$ cat config.mk
export PLATFORM = sky130hd
export DESIGN_NAME = loteria_apostador
export DESIGN_NICKNAME = d
export VERILOG_FILES = /design/src/rtl/loteria_pkg.sv /design/src/rtl/loteria_timer.sv /design/src/rtl/loteria_apostador.sv
export SDC_FILE = /design/constraint.sdc
export NUM_CORES = 1
export LEC_CHECK = 0
export CORE_AREA = 5 5 94 96
export DETAILED_ROUTE_END_ITERATION = 16
export DIE_AREA = 0 0 99 101
export SLEW_MARGIN = 10
export SYNTH_ARGS = -nofsm -noshare
export SYNTH_HDL_FRONTEND = slang
export SYNTH_SLANG_ARGS = --single-unit
$ cat constraint.sdc
create_clock -name clk -period 1.9 [get_ports clk]
set_input_delay 0.19 -clock clk [delete_from_list [all_inputs] [get_ports clk]]
set_output_delay 0.19 -clock clk [all_outputs]
set_load 0.1 [all_outputs]
$ cat src/rtl/loteria_pkg.sv
// Shared definitions for the lottery bet sequencer and the lottery checker:
// FSM state encoding, digit limits and prize codes.
package loteria_pkg;

    typedef enum logic [2:0] {
        ST_IDLE  = 3'd0,
        ST_CHECK = 3'd1,
        ST_SEND  = 3'd2,
        ST_GAP   = 3'd3,
        ST_FIN   = 3'd4,
        ST_WAIT  = 3'd5,
        ST_DONE  = 3'd6
    } state_t;

    localparam int BCD_MAX    = 9;
    localparam int NUM_DIGITS = 5;

    // Index of the last digit; the digit counter stops here and never wraps
    localparam logic [2:0] LAST_DIGIT = 3'(NUM_DIGITS - 1);

    localparam logic [1:0] PRIZE_NONE   = 2'd0;
    localparam logic [1:0] PRIZE_FIRST  = 2'd1;
    localparam logic [1:0] PRIZE_SECOND = 2'd2;

    // True when every nibble of a 5-digit ticket is a legal BCD digit
    function automatic logic ticket_is_bcd(input logic [19:0] t);
        logic ok;
        ok = 1'b1;
        for (int i = 0; i < NUM_DIGITS; i++) begin
            if (t[i*4 +: 4] > 4'(BCD_MAX)) begin
                ok = 1'b0;
            end
        end
        return ok;
    endfunction

endpackage

$ cat src/rtl/loteria_timer.sv
// 4-bit loadable down-counter with a zero flag. Shared by the inter-digit
// gap and the response wait; a load always wins over a decrement and the
// count parks at zero.
module loteria_timer (
    input  logic       clk,
    input  logic       reset,
    input  logic       load,
    input  logic [3:0] load_val,
    input  logic       dec,
    output logic       zero
);

    logic [3:0] count;

    // Reload on request, otherwise count down until zero
    always_ff @(posedge clk or posedge reset) begin
        if (reset) begin
            count <= 4'd0;
        end else if (load) begin
            count <= load_val;
        end else if (dec && (count != 4'd0)) begin
            count <= count - 4'd1;
        end
    end

    assign zero = (count == 4'd0);

endmodule

$ cat src/rtl/loteria_apostador.sv
// Bet sequencer: latches a 5-digit BCD ticket, validates it, sends one
// insert strobe per digit (most significant first), then a finish strobe,
// waits RESP_DLY cycles and captures the checker's win/prize result.
//
// Handshake: start is a level request sampled only while busy is low; the
// ticket is taken on the same edge. A request seen while busy is dropped,
// so holding start high produces back-to-back transactions.
module loteria_apostador
    import loteria_pkg::*;
#(
    parameter int GAP      = 2,
    parameter int RESP_DLY = 2
) (
    input  logic        clk,
    input  logic        reset,
    input  logic        start,
    input  logic [19:0] ticket,
    input  logic        win_in,
    input  logic [1:0]  prize_in,
    output logic [3:0]  num,
    output logic        insert,
    output logic        finish,
    output logic        busy,
    output logic        done,
    output logic        err,
    output logic        win,
    output logic [1:0]  prize,
    output logic [2:0]  dbg_state
);

    // Timer reloads: it is checked for zero in GAP/WAIT, so loading N-1
    // makes the state last exactly N cycles.
    localparam logic [3:0] GAP_LOAD  = (GAP > 0) ? 4'(GAP - 1) : 4'd0;
    localparam logic [3:0] RESP_LOAD = 4'(RESP_DLY - 1);

    state_t      state;
    logic [19:0] shreg;
    logic [2:0]  digit_cnt;
    logic        timer_load;
    logic [3:0]  timer_val;
    logic        timer_dec;
    logic        timer_zero;

    // Timer control: arm on leaving SEND (gap) or in FIN (response wait)
    always_comb begin
        timer_load = ((state == ST_SEND) && (GAP != 0)) || (state == ST_FIN);
        timer_val  = (state == ST_FIN) ? RESP_LOAD : GAP_LOAD;
        timer_dec  = (state == ST_GAP) || (state == ST_WAIT);
    end

    loteria_timer u_timer (
        .clk      (clk),
        .reset    (reset),
        .load     (timer_load),
        .load_val (timer_val),
        .dec      (timer_dec),
        .zero     (timer_zero)
    );

    // Main sequencer; num is loaded on every transition into SEND so it is
    // valid in the same cycle as the insert strobe and holds afterwards
    always_ff @(posedge clk or posedge reset) begin
        if (reset) begin
            state     <= ST_IDLE;
            shreg     <= 20'd0;
            digit_cnt <= 3'd0;
            num       <= 4'd0;
            err       <= 1'b0;
            win       <= 1'b0;
            prize     <= PRIZE_NONE;
        end else begin
            case (state)
                ST_IDLE: begin
                    if (start) begin
                        shreg     <= ticket;
                        digit_cnt <= 3'd0;
                        err       <= 1'b0;
                        state     <= ST_CHECK;
                    end
                end
                ST_CHECK: begin
                    if (!ticket_is_bcd(shreg)) begin
                        err   <= 1'b1;
                        state <= ST_IDLE;
                    end else begin
                        num   <= shreg[19:16];
                        shreg <= {shreg[15:0], 4'h0};
                        state <= ST_SEND;
                    end
                end
                ST_SEND: begin
                    if (GAP != 0) begin
                        state <= ST_GAP;
                    end else if (digit_cnt == LAST_DIGIT) begin
                        state <= ST_FIN;
                    end else begin
                        num       <= shreg[19:16];
                        shreg     <= {shreg[15:0], 4'h0};
                        digit_cnt <= digit_cnt + 3'd1;
                        state     <= ST_SEND;
                    end
                end
                ST_GAP: begin
                    if (timer_zero) begin
                        if (digit_cnt == LAST_DIGIT) begin
                            state <= ST_FIN;
                        end else begin
                            num       <= shreg[19:16];
                            shreg     <= {shreg[15:0], 4'h0};
                            digit_cnt <= digit_cnt + 3'd1;
                            state     <= ST_SEND;
                        end
                    end
                end
                ST_FIN: begin
                    state <= ST_WAIT;
                end
                ST_WAIT: begin
                    if (timer_zero) begin
                        win   <= win_in;
                        prize <= prize_in;
                        state <= ST_DONE;
                    end
                end
                ST_DONE: begin
                    state <= ST_IDLE;
                end
                default: begin
                    state <= ST_IDLE;
                end
            endcase
        end
    end

    // Moore strobes decoded straight from the state register
    always_comb begin
        insert    = (state == ST_SEND);
        finish    = (state == ST_FIN);
        busy      = (state != ST_IDLE);
        done      = (state == ST_DONE);
        dbg_state = state;
    end

endmodule

==> results of run 1 <==
==> worst paths after layout <==
check | startpoint | to | slack, ns | cells past startpoint
setup / recovery | u_timer.count[0]$_DFFE_PP0P_ | shreg[15]$_DFFE_PP0P_ | -0.06 | 8
hold / removal | reset | u_timer.count[1]$_DFFE_PP0P_ | 0.21 | 2
min in group clk | ticket[3] | shreg[3]$_DFFE_PP0P_ | 0.46 | 3
hold reg to reg | err$_DFFE_PP0P_ | err$_DFFE_PP0P_ | 0.50 | 1
setup reg to reg | u_timer.count[0]$_DFFE_PP0P_ | shreg[15]$_DFFE_PP0P_ | -0.06 | 8
max in group asynchronous | reset | shreg[14]$_DFFE_PP0P_ | 1.07 | 3
==> logic make-up after synthesis <==
logic type / synth area share [%]
flip-flops: 50.0
XOR/XNOR: 0.461
adder cells (fa/ha/maj): 2.63
buffers and inverters: 4.01
AO/OA/AOI/OAI: 10.1
multiplexers: 20.7
AND/OR/NAND/NOR: 12.1
==> layout make-up <==
cell class / instances / area, sq um
Clock buffer: 7 / 86.3
Clock inverter: 1 / 5.00
Fill cell: 775 / 5080
Inverter: 12 / 45.0
Multi-Input combinational cell: 114 / 981
Sequential cell: 38 / 962
Tap cell: 105 / 131
Timing Repair Buffer: 64 / 678
==> synth_stat cells, types with 2 or more instances <==
master	count	area share, %
nor2_1	8	1.6
mux2_1	10	5.9
dfrtp_1	38	50
nand2_1	17	3.4
nand3_1	3	0.79
o21ai_1	2	0.53
a21o_1	2	0.79
clkbuf_1	2	0.39
inv_1	12	2.4
nand2b_1	3	0.99
ha_1	4	2.6
buf_4	2	0.79
o31ai_1	3	1.2
mux2_2	25	15
o21ai_0	15	3.9
a22oi_1	2	0.79
==> layer usage <==
metal / routed length [um] / vias to the layer above / track usage [%]
li1: - / 725 / -
met3: 218 / 6 / 2.91
met2: 2120 / 35 / 13.9
met5: 0 / - / 0
met1: 2260 / 715 / 12.6
met4: 63 / 0 / 2.94
==> report_power, final <==
part	total, mW	internal (mW)	switching, mW	leakage (nW)
registers	1.45	1.17	0.282	0.470
clock network	0.579	0.293	0.286	0.0482
logic	3.22	1.63	1.59	0.749
==> metrics by stage <==
step           instances  TNS (ns)  hold WS, ns
3_5_place_dp         328         0        0.473
2_1_floorplan        170    -0.327        0.307
3_3_place_gp         328         0        0.470
6_report             341    -0.563        0.212
5_1_grt              341     -1.66        0.239
4_1_cts              336         0        0.229
==> registers in the layout, indices dropped and copies added (netlist names) <==
register	count
err	1
digit_cnt	3
dbg_state	3
shreg	20
win	1
u_timer.count	4
num	4
prize	2
==> what timing repair did <==
item | CTS | global route
resized for setup | 3 | 22
pin swaps | 0 | 3
buffers inserted | 0 | 3
cloned | 0 | 2
endpoints found under the setup margin | 6 | 16
hold buffers | 0 | 0
==> out/qor.csv, run 1 <==
stage;metric;value;unit
critical_path;Bufs and invs on worst path;3;
floorplanning;die height;101;um
placement;number of buffers inserted by port buffering;40;
timing;slew at the pin closest to its max-slew limit;0.494;ns
timing;Final Hold Fails;0;
job;Max Cap Viol;0;
timing;RSZ-0062 raised after global routing;yes;
power;final total power;5.26;mW
critical_path;Setup CP Type;flip-flop to flip-flop;
run_status;outcome;finished with violations;
placement;placer congestion estimate;0.754;
critical_path;CP arrival;2.13;ns
critical_path;Worst setup SP type;flip-flop;
global_routing;vias in the first global route;1537;
run_status;violated checks;negative setup slack;
routing;DR pass1 iterations;5;
routing;drt total wl;4.67;mm
global_routing;Total GRT Usage;9.24;%
floorplanning;Die Wd;99;um
clocking;Clock Latency Late Sink;0.29;ns
floorplanning;initial core utilization;23.9;%
routing;via/cell ratio;4.34;
timing;Final Cycle Share;103;%
layout;most common cell after layout, fill and taps aside;dfrtp_1;
global_routing;grt total ovfl;0;
floorplanning;Core Area;0.00797;sq mm
clocking;TritonCTS clock tree;yes;
power;Leak Pwr;1.27;nW
layout;Antenna Cells;0;
routing;Vias;1481;
routing;Routed Antenna Nets;0;
layout;Final nets;265;
placement;Detailed Place HPWL;3.36;mm
critical_path;CP max FO;7;
critical_path;CP cell instances;inv_2 > ha_4 > nor3b_4 > nand2_2 > a221oi_4 > buf_12 > clkbuf_16 > mux2_4;
global_routing;largest net degree at the start of global routing;21;
routing;DR iter-0 viols;90;
floorplanning;Die ar.;0.0100;sq mm
synthesis;Synth Register Bits;38;
power;Peak VDD IR;1.39;mV
global_routing;initial antenna violation count;0;
clocking;Clock Tree Buf Depth;2;
clocking;Root Driver;clkbuf_8;
timing;Layout Skew;0.0128;ns
synthesis;Syn Nets;200;
critical_path;Slowest cell on crit path;dfrtp_1;
layout;Syn-to-layout area delta;51.9;%
clocking;TritonCTS Buffers;5;
power;power per cell area;1820;mW/mm^2
clocking;H-tree depth;2;
min_path;Hold Path Class;input pin to asynchronous set/reset pin;
synthesis;prevailing post-synth register cell;dfrtp_1;
placement;DP Area;0.00262;sq mm
synthesis;Seq/Total Area, Yosys;50.0;%
critical_path;Top delay family on crit path;flip-flops;
timing;min Tclk post-route;1.96;ns
layout;most frequent cells in the layout;dfrtp_1 (35), buf_4 (29), clkdlybuf4s50_1 (25);
routing;DR DRC count;0;
critical_path;crit-path max cell delay;0.40;ns
layout;Finished Cell Area;0.00289;sq mm
floorplanning;IO Count;41;
layout;layout cells sized above 1;41.1;%
timing;final count of negative-setup-slack endpoints;16;
clocking;Clk pin slew, worst setup/hold paths;0.08;ns
placement;pre-CTS WS;0.00470;ns
timing;final-report max-slew violation count;0;
routing;Routed WL per cell;13.7;um
synthesis;Mapped Area;0.00190;sq mm
synthesis;Mean Syn Cell Area;11.2;sq um
global_routing;first-pass GRT wire length;7.36;mm
clocking;Sink Count;38;
synthesis;Async SR Flop Fraction;100;%
timing;final setup margin;-0.0649;ns
layout;Finished Core Util;36.3;%
critical_path;Req. time, crit path;2.07;ns
synthesis;yosys warns;0;
critical_path;CP endpoint kind;flip-flop;
synthesis;cells after synthesis;170;
timing;Slew HR;67.0;%
synthesis;Post-synth EDFFs;0;
synthesis;Synth cell types;38;
floorplanning;row cnt;33;
timing;highest clock rate;509;MHz
Power figures use the tool's default switching activity.
==> run 2: changes to the inputs <==
--- a/config.mk
+++ b/config.mk
@@ -5,9 +5,9 @@
 export SDC_FILE = /design/constraint.sdc
 export NUM_CORES = 1
 export LEC_CHECK = 0
-export CORE_AREA = 5 5 94 96
+export CORE_AREA = 2 2 91 93
 export DETAILED_ROUTE_END_ITERATION = 16
-export DIE_AREA = 0 0 99 101
+export DIE_AREA = 0 0 93 95
 export SLEW_MARGIN = 10
 export SYNTH_ARGS = -nofsm -noshare
 export SYNTH_HDL_FRONTEND = slang
==> run 2 against run 1 <==
The run still ends with negative setup slack left; setup slack better by 0.019 ns; maximum frequency is 0.96% higher; cell count is 0.29% higher; die area is 12% lower; wire length is 4.5% lower; clock-buffer cell count is 1 lower; largest power group unchanged.
==> out/qor.csv, run 2 (synthesis results as in run 1) <==
stage;metric;value;unit
min_path;Hold Path Class;input pin to asynchronous set/reset pin;
critical_path;Worst R2R Setup Slack;-0.05;ns
layout;Largest Register;shreg;
run_status;violated checks;negative setup slack;
timing;final setup margin;-0.0463;ns
floorplanning;IO Count;41;
global_routing;largest net degree at the start of global routing;29;
layout;non-filler instance count after layout;342;
layout;Finished Cell Area;0.00290;sq mm
critical_path;CP cell instances;inv_2 > ha_4 > nor3b_4 > nand2_2 > a221oi_4 > clkbuf_16 > mux2_4;
critical_path;Slowest cell on crit path;dfrtp_1;
clocking;H-tree depth;2;
routing;DR DRC count;0;
floorplanning;Die ar.;0.00884;sq mm
routing;via/cell ratio;4.32;
layout;most common cell after layout, fill and taps aside;dfrtp_1;
layout;Finished Core Util;36.6;%
placement;number of buffers inserted by port buffering;40;
job;Max Cap Viol;0;
timing;Final Cycle Share;102;%
clocking;TritonCTS clock tree;yes;
critical_path;Req. time, crit path;2.07;ns
power;Leak Pwr;1.28;nW
placement;DP Area;0.00262;sq mm
clocking;Sink Count;38;
routing;drt total wl;4.46;mm
global_routing;initial antenna violation count;0;
floorplanning;initial core utilization;24.0;%
global_routing;first-pass GRT wire length;7.00;mm
timing;slew at the pin closest to its max-slew limit;0.371;ns
layout;FILL cells;787;
timing;final-report max-slew violation count;0;
routing;Routed Antenna Nets;0;
timing;Final Hold Fails;0;
placement;Detailed Place HPWL;3.20;mm
layout;most frequent cells in the layout;dfrtp_1 (35), buf_4 (32), clkdlybuf4s50_1 (25);
placement;pre-CTS WS;0.0132;ns
floorplanning;row cnt;33;
placement;placer congestion estimate;0.752;
critical_path;Top delay family on crit path;flip-flops;
power;final total power;5.36;mW
timing;min Tclk post-route;1.95;ns
routing;DR iter-0 viols;51;
critical_path;CP max FO;7;
critical_path;CP endpoint kind;flip-flop;
critical_path;Setup CP Type;flip-flop to flip-flop;
power;power per cell area;1850;mW/mm^2
timing;highest clock rate;514;MHz
clocking;Clock Tree Buf Depth;2;
critical_path;crit-path max cell delay;0.39;ns
clocking;Clock Latency Late Sink;0.29;ns
layout;Final nets;266;
placement;Inst Count DP;328;
clocking;Clk pin slew, worst setup/hold paths;0.08;ns
floorplanning;die height;95;um
clocking;Root Driver;clkbuf_8;
timing;WHS;0.266;ns
critical_path;R2R depth;7;
timing;final count of negative-setup-slack endpoints;13;
layout;layout cells sized above 1;40.9;%
layout;multi-input logic area;965;sq um
clocking;hold_buf cts;0;
power;Peak VDD IR;1.09;mV
timing;RSZ-0062 raised after global routing;yes;
timing;Layout Skew;0.0123;ns
critical_path;Bufs and invs on worst path;2;
critical_path;WP depth;7;
floorplanning;Die Wd;93;um
timing;Slew HR;75.2;%
routing;Routed WL per cell;13.0;um
layout;FF+latch area;962;sq um
layout;Syn-to-layout area delta;52.6;%
run_status;outcome;finished with violations;
floorplanning;Core Area;0.00793;sq mm
global_routing;Total GRT Usage;10.1;%
global_routing;grt total ovfl;0;
routing;Vias;1476;
global_routing;vias in the first global route;1457;
timing;final setup TNS;-0.305;ns
critical_path;CP arrival;2.11;ns
clocking;TritonCTS Buffers;5;
routing;DR pass1 iterations;5;
critical_path;Worst setup SP type;flip-flop;
layout;Largest register FFs;20;
layout;Antenna Cells;0;
layout;biggest regs;shreg x20, num x4, u_timer.count x4;
## run 2: changes by cell type in the layout (fill, tap and decap cells not counted), sizes merged
cell    change
buf         +2
bufinv      +2
clkbuf      -2
clkinv      -1
## run 2: repair_timing
action	in CTS	in global routing
setup endpoints to repair	16	20
gates resized for setup	2	20
buffers inserted	0	5
pin swaps	0	4
cloned	0	1
hold endpoints to repair	0	0
## run 2: path summary, 6_finish.rpt
path | start | end
max in group asynchronous | reset | shreg[19]$_DFFE_PP0P_
hold / removal | reset | shreg[14]$_DFFE_PP0P_
hold reg to reg | shreg[8]$_DFFE_PP0P_ | shreg[8]$_DFFE_PP0P_
min in group clk | ticket[3] | shreg[3]$_DFFE_PP0P_
setup / recovery | u_timer.count[1]$_DFFE_PP0P_ | shreg[17]$_DFFE_PP0P_
setup reg to reg | u_timer.count[1]$_DFFE_PP0P_ | shreg[17]$_DFFE_PP0P_
## run 2: power by group
| part | internal (mW) | total (mW) | switching [mW] | leakage [nW] |
|---|---|---|---|---|
| registers | 1.17 | 1.44 | 0.275 | 0.469 |
| logic | 1.51 | 3.06 | 1.55 | 0.735 |
| clock network | 0.560 | 0.848 | 0.288 | 0.0714 |
## run 2: worst reg2reg max path, delay by kind of cell (launching register included)
family	cells	cell delay, ns
DFF	1	0.39
AOI/OAI and AO/OA	1	0.39
buffers and inverters	2	0.32
and+or+nand+nor	2	0.30
muxes	1	0.30
adders and majority gates	1	0.13
## run 2: layout make-up
| cell class | count | share of cell area, % |
|---|---|---|
| Multi-Input combinational cell | 114 | 33.2 |
| Sequential cell | 38 | 33.2 |
| Timing Repair Buffer | 65 | 22.6 |
| Tap cell | 105 | 4.53 |
| Clock buffer | 6 | 2.85 |
| Clock inverter | 2 | 2.07 |
| Inverter | 12 | 1.55 |
## run 2: metal layers
layer  up-vias  GRT usage (%)  share of wire [%]
li1        726              -                  -
met1       717           13.0                 46
met2        27           16.5                 49
met3         6           2.55                3.6
met4         0           3.92                1.2
met5         -              0                  0
